==> src/rtl/paddle_sched.sv <==
// rtl/paddle_sched.sv - two-player quadrature paddle step scheduler
// Turns direction requests into tick-paced encoder phase steps with acceleration and owner handover.
module paddle_sched #(
  parameter int CLKDIV      = 5500,
  parameter int ACCEL_STEPS = 8,
  parameter int GUARD_TICKS = 2
) (
  input  logic CLK,
  input  logic Reset_n,
  input  logic left0,
  input  logic right0,
  input  logic left1,
  input  logic right1,
  input  logic player_sel,
  input  logic enable,
  output logic enc_a,
  output logic enc_b,
  output logic busy,
  output logic owner
);

  typedef enum logic [1:0] {IDLE, SLOW, FAST, GUARD} state_t;

  localparam logic [15:0] TICK_MAX   = 16'(CLKDIV - 1);
  localparam logic [7:0]  ACCEL_CNT  = 8'(ACCEL_STEPS);
  localparam logic [3:0]  GUARD_LOAD = 4'(GUARD_TICKS);

  state_t      state_q, state_d;
  logic [15:0] tick_cnt_q, tick_cnt_d;
  logic [1:0]  phase_q, phase_d;
  logic [7:0]  step_cnt_q, step_cnt_d;
  logic [3:0]  guard_cnt_q, guard_cnt_d;
  logic        half_q, half_d;
  logic        dir_left_q, dir_left_d;
  logic        owner_q, owner_d;
  logic        busy_q, busy_d;

  logic        tick;
  logic        req_r, req_l, dir_valid;
  logic        do_step;
  logic [7:0]  step_inc;

  // Right walks 00->01->11->10; left walks the same ring backwards.
  function automatic logic [1:0] next_phase(input logic [1:0] p, input logic left);
    logic [1:0] n;
    n = p;
    case (p)
      2'b00: n = left ? 2'b10 : 2'b01;
      2'b01: n = left ? 2'b00 : 2'b11;
      2'b11: n = left ? 2'b01 : 2'b10;
      2'b10: n = left ? 2'b11 : 2'b00;
      default: n = 2'b00;
    endcase
    return n;
  endfunction

  always_comb begin
    state_d     = state_q;
    phase_d     = phase_q;
    step_cnt_d  = step_cnt_q;
    guard_cnt_d = guard_cnt_q;
    half_d      = half_q;
    dir_left_d  = dir_left_q;
    owner_d     = owner_q;
    do_step     = 1'b0;

    tick       = (tick_cnt_q == TICK_MAX);
    tick_cnt_d = tick ? 16'd0 : tick_cnt_q + 16'd1;

    req_r     = owner_q ? right1 : right0;
    req_l     = owner_q ? left1  : left0;
    dir_valid = req_r ^ req_l;
    step_inc  = (step_cnt_q == 8'hFF) ? step_cnt_q : step_cnt_q + 8'd1;

    if (tick) begin
      if (state_q == GUARD) begin
        // Owner follows player_sel as it stands at expiry, not as it was at entry.
        guard_cnt_d = (guard_cnt_q == 4'd0) ? 4'd0 : guard_cnt_q - 4'd1;
        if (guard_cnt_q <= 4'd1) begin
          owner_d = player_sel;
          state_d = IDLE;
        end
      end else if (player_sel != owner_q) begin
        state_d     = GUARD;
        guard_cnt_d = GUARD_LOAD;
      end else if (enable) begin
        case (state_q)
          IDLE: begin
            if (dir_valid) begin
              state_d    = SLOW;
              step_cnt_d = 8'd0;
              half_d     = 1'b0;
              dir_left_d = req_l;
            end
          end
          SLOW, FAST: begin
            if (!dir_valid) begin
              state_d = IDLE;
            end else if (req_l != dir_left_q) begin
              state_d    = SLOW;
              step_cnt_d = 8'd0;
              half_d     = 1'b0;
              dir_left_d = req_l;
            end else if (state_q == FAST) begin
              do_step    = 1'b1;
              step_cnt_d = step_inc;
            end else if (half_q) begin
              do_step    = 1'b1;
              half_d     = 1'b0;
              step_cnt_d = step_inc;
              if (step_inc == ACCEL_CNT) state_d = FAST;
            end else begin
              half_d = 1'b1;
            end
          end
          default: state_d = IDLE;
        endcase
      end
    end

    if (do_step) phase_d = next_phase(phase_q, dir_left_q);
    busy_d = (state_d != IDLE);
  end

  always_ff @(posedge CLK or negedge Reset_n) begin
    if (!Reset_n) begin
      state_q     <= IDLE;
      tick_cnt_q  <= 16'd0;
      phase_q     <= 2'b00;
      step_cnt_q  <= 8'd0;
      guard_cnt_q <= 4'd0;
      half_q      <= 1'b0;
      dir_left_q  <= 1'b0;
      owner_q     <= 1'b0;
      busy_q      <= 1'b0;
    end else begin
      state_q     <= state_d;
      tick_cnt_q  <= tick_cnt_d;
      phase_q     <= phase_d;
      step_cnt_q  <= step_cnt_d;
      guard_cnt_q <= guard_cnt_d;
      half_q      <= half_d;
      dir_left_q  <= dir_left_d;
      owner_q     <= owner_d;
      busy_q      <= busy_d;
    end
  end

  assign enc_a = phase_q[1];
  assign enc_b = phase_q[0];
  assign busy  = busy_q;
  assign owner = owner_q;

endmodule
==> config.mk <==
export PLATFORM = sky130hd
export DESIGN_NAME = paddle_sched
export DESIGN_NICKNAME = d
export VERILOG_FILES = /design/src/rtl/paddle_sched.sv
export SDC_FILE = /design/constraint.sdc
export NUM_CORES = 1
export LEC_CHECK = 0
export CAP_MARGIN = 20
export CORE_MARGIN = 8
export CORE_UTILIZATION = 54
export DETAILED_ROUTE_END_ITERATION = 12
export GPL_TIMING_DRIVEN = 0
export PLACE_DENSITY = 0.83
export REMOVE_ABC_BUFFERS = 1
export SLEW_MARGIN = 5
export SYNTH_ARGS = -nofsm -noshare
export SYNTH_HDL_FRONTEND = slang
export SYNTH_SLANG_ARGS = --single-unit
==> constraint.sdc <==
create_clock -name CLK -period 1.9 [get_ports CLK]
set_input_delay 0.38 -clock CLK [delete_from_list [all_inputs] [get_ports CLK]]
set_output_delay 0.38 -clock CLK [all_outputs]
set_load 0.02 [all_outputs]
# Yosys cells after proc, flatten, opt, wreduce, memory -nomap -nowiden
# Index checks and enable logic that the tools add are counted.
[word_totals]
ff_bits = 36
in_bits = 8
[classes]
add_sub_neg = 3
order_cmp = 1
n_eq_ne = 16
muxes = 49
n_bitwise = 3
n_reduce_logical = 12
[ops]
columns = ["cell", "n"]
rows = [
  ["two-way mux 8 bit", 6],
  ["two-way mux 2 bit", 15],
  ["AND reduction 8 bit", 3],
  ["two-way mux 1 bit", 19],
  ["adder 16 x 1 -> 16 bit (second input constant)", 1],
  ["equality test 16 x 13 -> 1 bit (second input constant)", 1],
  ["two-way mux 16 bit", 1],
  ["one-hot mux 8 bit (2 select lines)", 1],
  ["two-way mux 4 bit", 3],
  ["adder 8 x 1 -> 8 bit (second input constant)", 1],
  ["equality test 2 bit (second input constant)", 4],
  ["equality test 8 x 4 -> 1 bit (second input constant)", 1],
  ["equality test 8 bit (second input constant)", 1],
  ["one-hot mux 2 bit (4 select lines)", 1],
  ["!= test 2 bit (second input constant)", 3],
  ["nonzero test 2 bit", 3],
  ["equality test 2 x 1 -> 1 bit (second input constant)", 2],
  ["less-or-equal comparator 4 x 1 -> 1 bit (second input constant)", 1],
  ["logical NOT 2 bit", 2],
  ["logical NOT 4 bit", 1],
  ["!= test 4 bit (second input constant)", 1],
  ["one-hot mux 1 bit (2 select lines)", 2],
  ["one-hot mux 2 bit (2 select lines)", 1],
  ["subtractor 4 x 1 -> 4 bit (second input constant)", 1],
  ["other kinds (7)", 9],
]

# Logic depth before layout (Yosys ltp)
# Gate-level depths: netlist of the first run.
[depth]
word_depth = 14
ltp_mapped = 9

# Least setup slack after synthesis of the first run
# OpenSTA, ideal clock, no wires.
[synth_path]
path_kind = "register to register"
start = "register tick_cnt_q[0]"
end = "register half_q"
setup_time_ns = 0.121
arrival_ns = 1.851
required_ns = 1.779
path_slack_ns = -0.072
stages_incl_launch_ff = 9
period_less_slack_ns = 1.972
path_cell_list = "dfrtp_1 > ha_1 > and3_1 > and4_1 > buf_6 > and4_1 > buf_6 > a32o_1 > a22o_1"
[synth_between]
elab_chain_len = 2
[synth_lines]
columns = ["element", "line", "text"]
rows = [
  ["start: declaration", "29", "logic [15:0] tick_cnt_q, tick_cnt_d;"],
  ["start signal: assignment", "138", "tick_cnt_q <= tick_cnt_d;"],
  ["equality test 16 x 13 -> 1 bit", "67", "tick = (tick_cnt_q == TICK_MAX);"],
  ["AND reduction 8 bit (no source line)", "-", ""],
  ["end signal: assignment", "142", "half_q <= half_d;"],
  ["end: declaration", "33", "logic half_q, half_d;"],
]
# Every way passes these cells.
# A chain may end at the register's enable or synchronous reset.

# Worst setup path in the final report of the first run
[layout_path]
start = "register state_q[1]"
end = "register busy_q (netlist: busy)"
[layout_between]
elab_chain_len = 11
elab_cells_between_ends = 18
cone_classes = "eq/ne (3); mux (12); reduce/logical (3)"
[layout_lines]
columns = ["element", "line", "text"]
rows = [
  ["start: declaration", "28", "state_t state_q, state_d;"],
  ["start signal: assignment", "137", "state_q <= state_d;"],
  ["two-way mux 2 bit", "111", "if (step_inc == ACCEL_CNT) state_d = FAST;"],
  ["two-way mux 2 bit", "107", "end else if (half_q) begin"],
  ["two-way mux 2 bit", "104", "end else if (state_q == FAST) begin"],
  ["two-way mux 2 bit", "99", "end else if (req_l != dir_left_q) begin"],
  ["two-way mux 2 bit", "97", "if (!dir_valid) begin"],
  ["one-hot mux 2 bit (2 select lines)", "87", "case (state_q)"],
  ["two-way mux 2 bit", "86", "end else if (enable) begin"],
  ["two-way mux 2 bit", "83", "end else if (player_sel != owner_q) begin"],
  ["two-way mux 2 bit", "76", "if (state_q == GUARD) begin"],
  ["two-way mux 2 bit *", "75", "if (tick) begin"],
  ["nonzero test 2 bit *", "122", "busy_d = (state_d != IDLE);"],
  ["via busy_d", "36", "logic busy_q, busy_d;"],
  ["end signal: assignment", "145", "busy_q <= busy_d;"],
  ["end: declaration", "36", ""],
]
# Mark *: on every way through the listed nets, which the timed path passes. The rest lies on a longest branch.

==> results_dict.tcl, run 1 <==
set metrics [dict create \
    dp_slack_ps -599 \
    fill_cells 272 \
    antenna_found_initial 0 \
    first_iter_violations 158 \
    worstSkewPairLatency_ps 300 \
    p_per_area_nw_per_um2 578 \
    status "finished, violations left" \
    synth_top_area_cell "dfrtp_1" \
    wl_met2_um 2590 \
    clkTransAtPathRegs_ps 80 \
    grt_use_total_pct 16.3 \
    dieWidth_um 80.1 \
    yosysTopAreaCellShare_pct 40.7 \
    viasPerCell 6.25 \
    end_kind "flop" \
    num_antenna_cells 0 \
    wire_per_inst_um 17.0 \
    crit_type "flop to flop" \
    synthToLayoutAreaGrowth_pct 20.9 \
    worstSetupEndpoint "busy$_DFF_PN0_" \
    setup_slack_ps -104 \
    vias 1913 \
    fp-row-count 23 \
    synthFlopType "dfrtp_1" \
    tritoncts "built" \
    synth_edf_count 0 \
    grt_pass1_vias 1795 \
    max_slew_margin_pct 47.4 \
    setup-violations-final 2 \
    finalClockSkew_ps 3.46 \
    die_y_um 80.1 \
    cap_violations 0 \
    met3_length_um 335 \
    dp_cells 278 \
    period_share_pct 105 \
    cts_sinks 36 \
    yosysSeqAreaShare_pct 40.7 \
    grt_pass1_wl_um 8290 \
    synth_async_sr_flop_share_pct 100 \
    reg2reg_to "busy$_DFF_PN0_" \
    synth.area.top_cells "dfrtp_1 41%, xnor2_1 4.3%, nor2_1 3.7%, ha_1 3.4%, o21ai_0 3.4%" \
    cp_slowest_cell "dfrtp_1" \
    root_buffer "clkbuf_8" \
    p_leak_nw 1.13 \
    rsz0062_at_grt "yes" \
    setup_tns_ps -121 \
    final_cells 306 \
    yosysUniqueCellTypes 49 \
    final_layout_size_suffix_gt1_share_pct 25.4 \
    avgSynthCellArea_um2 9.72 \
    io_pins 12 \
    ff2ff_setup_slack_ps -100 \
    nets 269 \
    cts_buffers 5 \
    clk_path_buf_depth 2 \
    drc_errors 0 \
    core_um2 3970 \
    vdd_drop_max_uv 445 \
    cp_common_cell "buf_4" \
    reg2reg_from "state_q[1]$_DFF_PN0_" \
    dp_hpwl_um 3030 \
    die_area_um2 6410 \
    crit_required_ps 2120 \
    setup.worst_path.start_class "flop" \
    top_layer "met4" \
    netlist_instances 228 \
    hp-class "input pin to asynchronous set/reset pin" \
    finalHoldViolCount 0 \
    start_util_pct 55.8 \
    startpoint "state_q[1]$_DFF_PN0_" \
    grt-ovfl-total 0 \
    synth.most_common_cell "dfrtp_1" \
    port_buffers 11 \
    ant_nets 0 \
    mappedNetlistArea_um2 2220 \
    crit_fanout 3 \
    rr_worst_depth 7 \
    ys_warn_count 0 \
    grt_max_degree 37 \
    fin_hold_ws_ps 155 \
    worstPathCellList "buf_4, buf_4, ha_1, nor3_2, o221ai_2, o311a_1, o211ai_1" \
    wl_um 5190 \
    violations "setup timing" \
    synth_common_cells "36 x dfrtp_1, 22 x nor2_1, 15 x o21ai_0" \
    tightestPinTransition_ps 788 \
    m1WireLength_um 2200 \
    ys_ff_latch 36 \
    fmax_ghz 0.499 \
    slew_violations 0 \
    place.gp.congestion 0.896 \
    drtPass1Iterations 5 \
    worstPathArrival_ps 2220 \
    cpPeakStageDelay_ps 430 \
    fin_crit_ps 2000 \
    h-tree-depth 2 \
]
## stage by stage
stage | total power [mW] | cell area [um^2] | utilization, %
5_1_grt | 1.60 | 2680 | 67.5
4_1_cts | 1.53 | 2510 | 63.3
6_report | 1.55 | 2680 | 67.5
2_1_floorplan | 0.820 | 2150 | -
3_3_place_gp | 0.859 | 2320 | 58.5
3_5_place_dp | 0.860 | 2320 | 58.3
## state kept, by name, summed over array words and instances, names as in the netlist
signal and cells:
dir_left_q 1, phase_q 2, guard_cnt_q 4, tick_cnt_q 16, busy 1, state_q 2, half_q 1, owner 1
step_cnt_q 8
## cell usage in the layout, fill, tap and decap left out, types with 5 or more instances in the layout
master / synthesis / routed
dfrtp_1: 36 / 32
nor2_1: 22 / 20
buf_4: 2 / 19
o21ai_0: 15 / 15
xnor2_1: 11 / 11
nand3_1: 11 / 11
nand2_1: 11 / 11
clkdlybuf4s50_1: 0 / 10
a21oi_1: 8 / 8
inv_1: 9 / 7
xor2_1: 7 / 7
nor3_1: 8 / 6
nand4_1: 5 / 5
a31oi_1: 5 / 5
clkbuf_8: 0 / 5
## per-layer routing
layer	GRT usage, %	vias up
li1	-	886
met1	20.0	928
met2	25.5	89
met3	5.58	10
met4	6.55	0
met5	0	-
## worst max-delay path: cells and delay by family, from the launching register on
kind                     cells  cell delay (ps)
AO/OA/AOI/OAI                3              720
flip-flops                   1              430
buffers and inverters        2              290
AND/OR/NAND/NOR              1              250
adder cells (fa/ha/maj)      1              230
## timing repair
item / CTS / global route
gates resized for setup: 14 / 17
pin swaps: 1 / 7
setup endpoints to repair: 20 / 15
cloned: 0 / 0
setup buffers: 7 / 13
hold buffers: 0 / 0
## how the worst min path moves through the flow
stage	startpoint	endpoint
after floorplan	Reset_n	busy$_DFF_PN0_
after global placement	tick_cnt_q[15]$_DFF_PN0_	tick_cnt_q[15]$_DFF_PN0_
after detailed placement	tick_cnt_q[15]$_DFF_PN0_	tick_cnt_q[15]$_DFF_PN0_
after CTS	Reset_n	guard_cnt_q[2]$_DFFE_PN0P_
after global routing	Reset_n	tick_cnt_q[0]$_DFF_PN0_
final	Reset_n	tick_cnt_q[0]$_DFF_PN0_
## cells by family after synthesis
family,after synthesis,synth area share [%]
buffers and inverters,20,4.52
AOI/OAI and AO/OA,51,16.2
DFF,36,40.7
xor gates and xnor gates,19,7.85
muxes,11,6.04
and+or+nand+nor,85,21.3
adders and majority gates,6,3.39
## power by group
group / leakage (nW) / switching [mW] / total, mW / internal [mW]
registers: 0.470 / 0.00205 / 0.769 / 0.767
clock network: 0.0552 / 0.304 / 0.694 / 0.390
logic: 0.609 / 0.0491 / 0.0857 / 0.0366
## layout make-up
cell class                 instances  area (um^2)  area share, %
inverter                           9         33.8           1.26
timing repair buffer              31          259           9.67
clock buffer                       6         72.6           2.71
clock inverter                     2         35.0           1.31
sequential                        36          906           33.8
multi-input combinational        172         1310           48.9
tap                               50         62.6           2.34
Note: power is estimated with default switching activity, not from simulation.
==> run 2: changes to the inputs <==
--- a/config.mk
+++ b/config.mk
@@ -6,10 +6,8 @@
 export NUM_CORES = 1
 export LEC_CHECK = 0
 export CAP_MARGIN = 20
-export CORE_MARGIN = 8
 export CORE_UTILIZATION = 54
 export DETAILED_ROUTE_END_ITERATION = 12
-export GPL_TIMING_DRIVEN = 0
 export PLACE_DENSITY = 0.83
 export REMOVE_ABC_BUFFERS = 1
 export SLEW_MARGIN = 5
==> run 2 against run 1 <==
The run still ends with setup timing left. Sequential power barely moved. Global-route usage rose by 10 points. Register-to-register slack improved by 90 ps. Flip-flop and latch count did not move. Count of clock-buffer cells in the layout rose by 1. Critical path depth did not move. Setup slack improved by 21 ps. Routed wire length rose by 7.2%. Final cell count rose by 6.5%. Hold slack got worse by 37 ps. Critical path type is now input pin to flop.
==> results_dict.tcl, run 2 (synthesis gave the netlist of run 1 again) <==
set metrics [dict create \
    violations "setup timing" \
    hp-class "input pin to asynchronous set/reset pin" \
    layout_common_cells "42 x buf_4, 30 x dfrtp_1, 22 x nor2_1" \
    wire_per_inst_um 17.1 \
    largest-register "tick_cnt_q" \
    period_share_pct 104 \
    max_slew_margin_pct 68.8 \
    cap_violations 0 \
    setup_slack_ps -82.5 \
    crit_required_ps 2090 \
    grtUsageMet1_pct 31.7 \
    setup.worst_path.start_class "input pin" \
    grt_use_met2_pct 47.1 \
    final_layout_size_suffix_gt1_share_pct 31.3 \
    fin_crit_ps 1980 \
    end_kind "flop" \
    grt-ovfl-total 0 \
    cpPeakStageDelay_ps 510 \
    die_y_um 66.1 \
    rsz0062_at_grt "yes" \
    largest_reg_flops 16 \
    use_met3_pct 4.48 \
    antenna_found_initial 0 \
    slew_violations 0 \
    worstPathArrival_ps 2170 \
    root_buffer "clkbuf_8" \
    worstSkewPairLatency_ps 290 \
    layout_commonest_cell "buf_4" \
    cts_buffers 5 \
    crit_type "input pin to flop" \
    top_regs "tick_cnt_q x16, step_cnt_q x8, guard_cnt_q x4" \
    vias 1954 \
    dp_cells 312 \
    crit_fanout 5 \
    ant_nets 0 \
    grt_use_total_pct 26.5 \
    start_util_pct 58.3 \
    grt_max_degree 37 \
    grt_pass1_wl_um 8760 \
    tightestPinTransition_ps 464 \
    die_area_um2 4360 \
    final_cells 326 \
    worstPathCellList "clkdlybuf4s50_1, xnor2_1, mux2i_1, buf_4, and4_4, a32o_1, a22o_1" \
    h-tree-depth 2 \
    drtPass1Iterations 5 \
    grt_pass1_vias 1951 \
    p_leak_nw 1.24 \
    fmax_ghz 0.504 \
    fp-row-count 22 \
    drc_errors 0 \
    clk_path_buf_depth 2 \
    setup-violations-final 3 \
    vdd_drop_max_uv 333 \
    tritoncts "built" \
    finalHoldViolCount 0 \
    synthToLayoutAreaGrowth_pct 28.5 \
    first_iter_violations 119 \
    rr_worst_depth 7 \
    cts_sinks 36 \
    io_pins 12 \
    core_um2 3800 \
    num_antenna_cells 0 \
    cp_slowest_cell "clkdlybuf4s50_1" \
    wl_um 5570 \
    nets 292 \
    viasPerCell 5.99 \
    finalClockSkew_ps 5.65 \
    fin_hold_ws_ps 118 \
    clkTransAtPathRegs_ps 70 \
    cts_hold_buffers 0 \
    p_per_area_nw_per_um2 520 \
    dieWidth_um 66.1 \
    place.gp.congestion 0.893 \
    status "finished, violations left" \
    port_buffers 11 \
    dp_hpwl_um 3580 \
    grt.busiest_layer "met2" \
]
==> run 2: changes by cell type in the layout (fill, tap and decap cells not counted), sizes merged <==
| cell | previous run | this run |
|---|---|---|
| bufinv | 1 | 0 |
| buf | 21 | 44 |
| clkinv | 1 | 0 |
| clkbuf | 6 | 7 |
==> run 2: timing repair <==
action,4_1_cts,5_1_grt
setup buffers,1,6
pin swaps,0,10
resized for setup,12,21
endpoints found under the setup margin,20,12
==> run 2: final cells by class <==
cell class              count  area, um^2
flip-flops and latches     36         908
inverters                   9        33.8
multi-input cells         172        1320
well taps                  48        60.1
fillers                   256         952
repair buffers             54         432
clock buffers               7        96.3
==> run 2: routing by layer <==
| layer | wire length, um | vias to the layer above |
|---|---|---|
| met5 | 0 | - |
| met4 | 194 | 0 |
| met3 | 285 | 27 |
| met2 | 2840 | 76 |
| met1 | 2240 | 918 |
| li1 | - | 933 |
==> run 2: per-stage QoR <==
stage	utilization, %	power, mW	setup WS [ps]	TNS (ps)	cell area, um^2
floorplan	-	0.820	-135	-927	2150
global placement	68.1	0.873	-173	-2030	2580
detailed placement	68.1	0.876	-252	-3230	2580
CTS	71.9	1.47	15.6	0	2730
global route	74.9	1.54	-109	-405	2850
finish	74.9	1.48	-82.5	-131	2850
==> run 2: final timing paths <==
| check | to | from | slack, ps |
|---|---|---|---|
| worst min-delay path | guard_cnt_q[1]$_DFFE_PN0P_ | Reset_n | 120 |
| min in group CLK | guard_cnt_q[3]$_DFFE_PN0P_ | guard_cnt_q[3]$_DFFE_PN0P_ | 550 |
| worst min register to register | guard_cnt_q[3]$_DFFE_PN0P_ | guard_cnt_q[3]$_DFFE_PN0P_ | 550 |
| worst max-delay path | half_q$_DFFE_PN0P_ | left0 | -80 |
| worst max register to register | busy$_DFF_PN0_ | state_q[1]$_DFF_PN0_ | -10 |
| max in group asynchronous | step_cnt_q[0]$_DFFE_PN0P_ | Reset_n | 1430 |
==> run 2: power by group <==
group	total [mW]	internal (mW)	switching [mW]
logic	0.108	0.0510	0.0566
registers	0.769	0.767	0.00216
clock network	0.604	0.323	0.281
total	1.48	1.14	0.340
==> run 2: critical path: cells and delay by family <==
kind	cells	cell delay, ps
buffers and inverters	2	660
AOI/OAI and AO/OA	2	520
xor gates and xnor gates	1	290
and+or+nand+nor	1	190
muxes	1	130
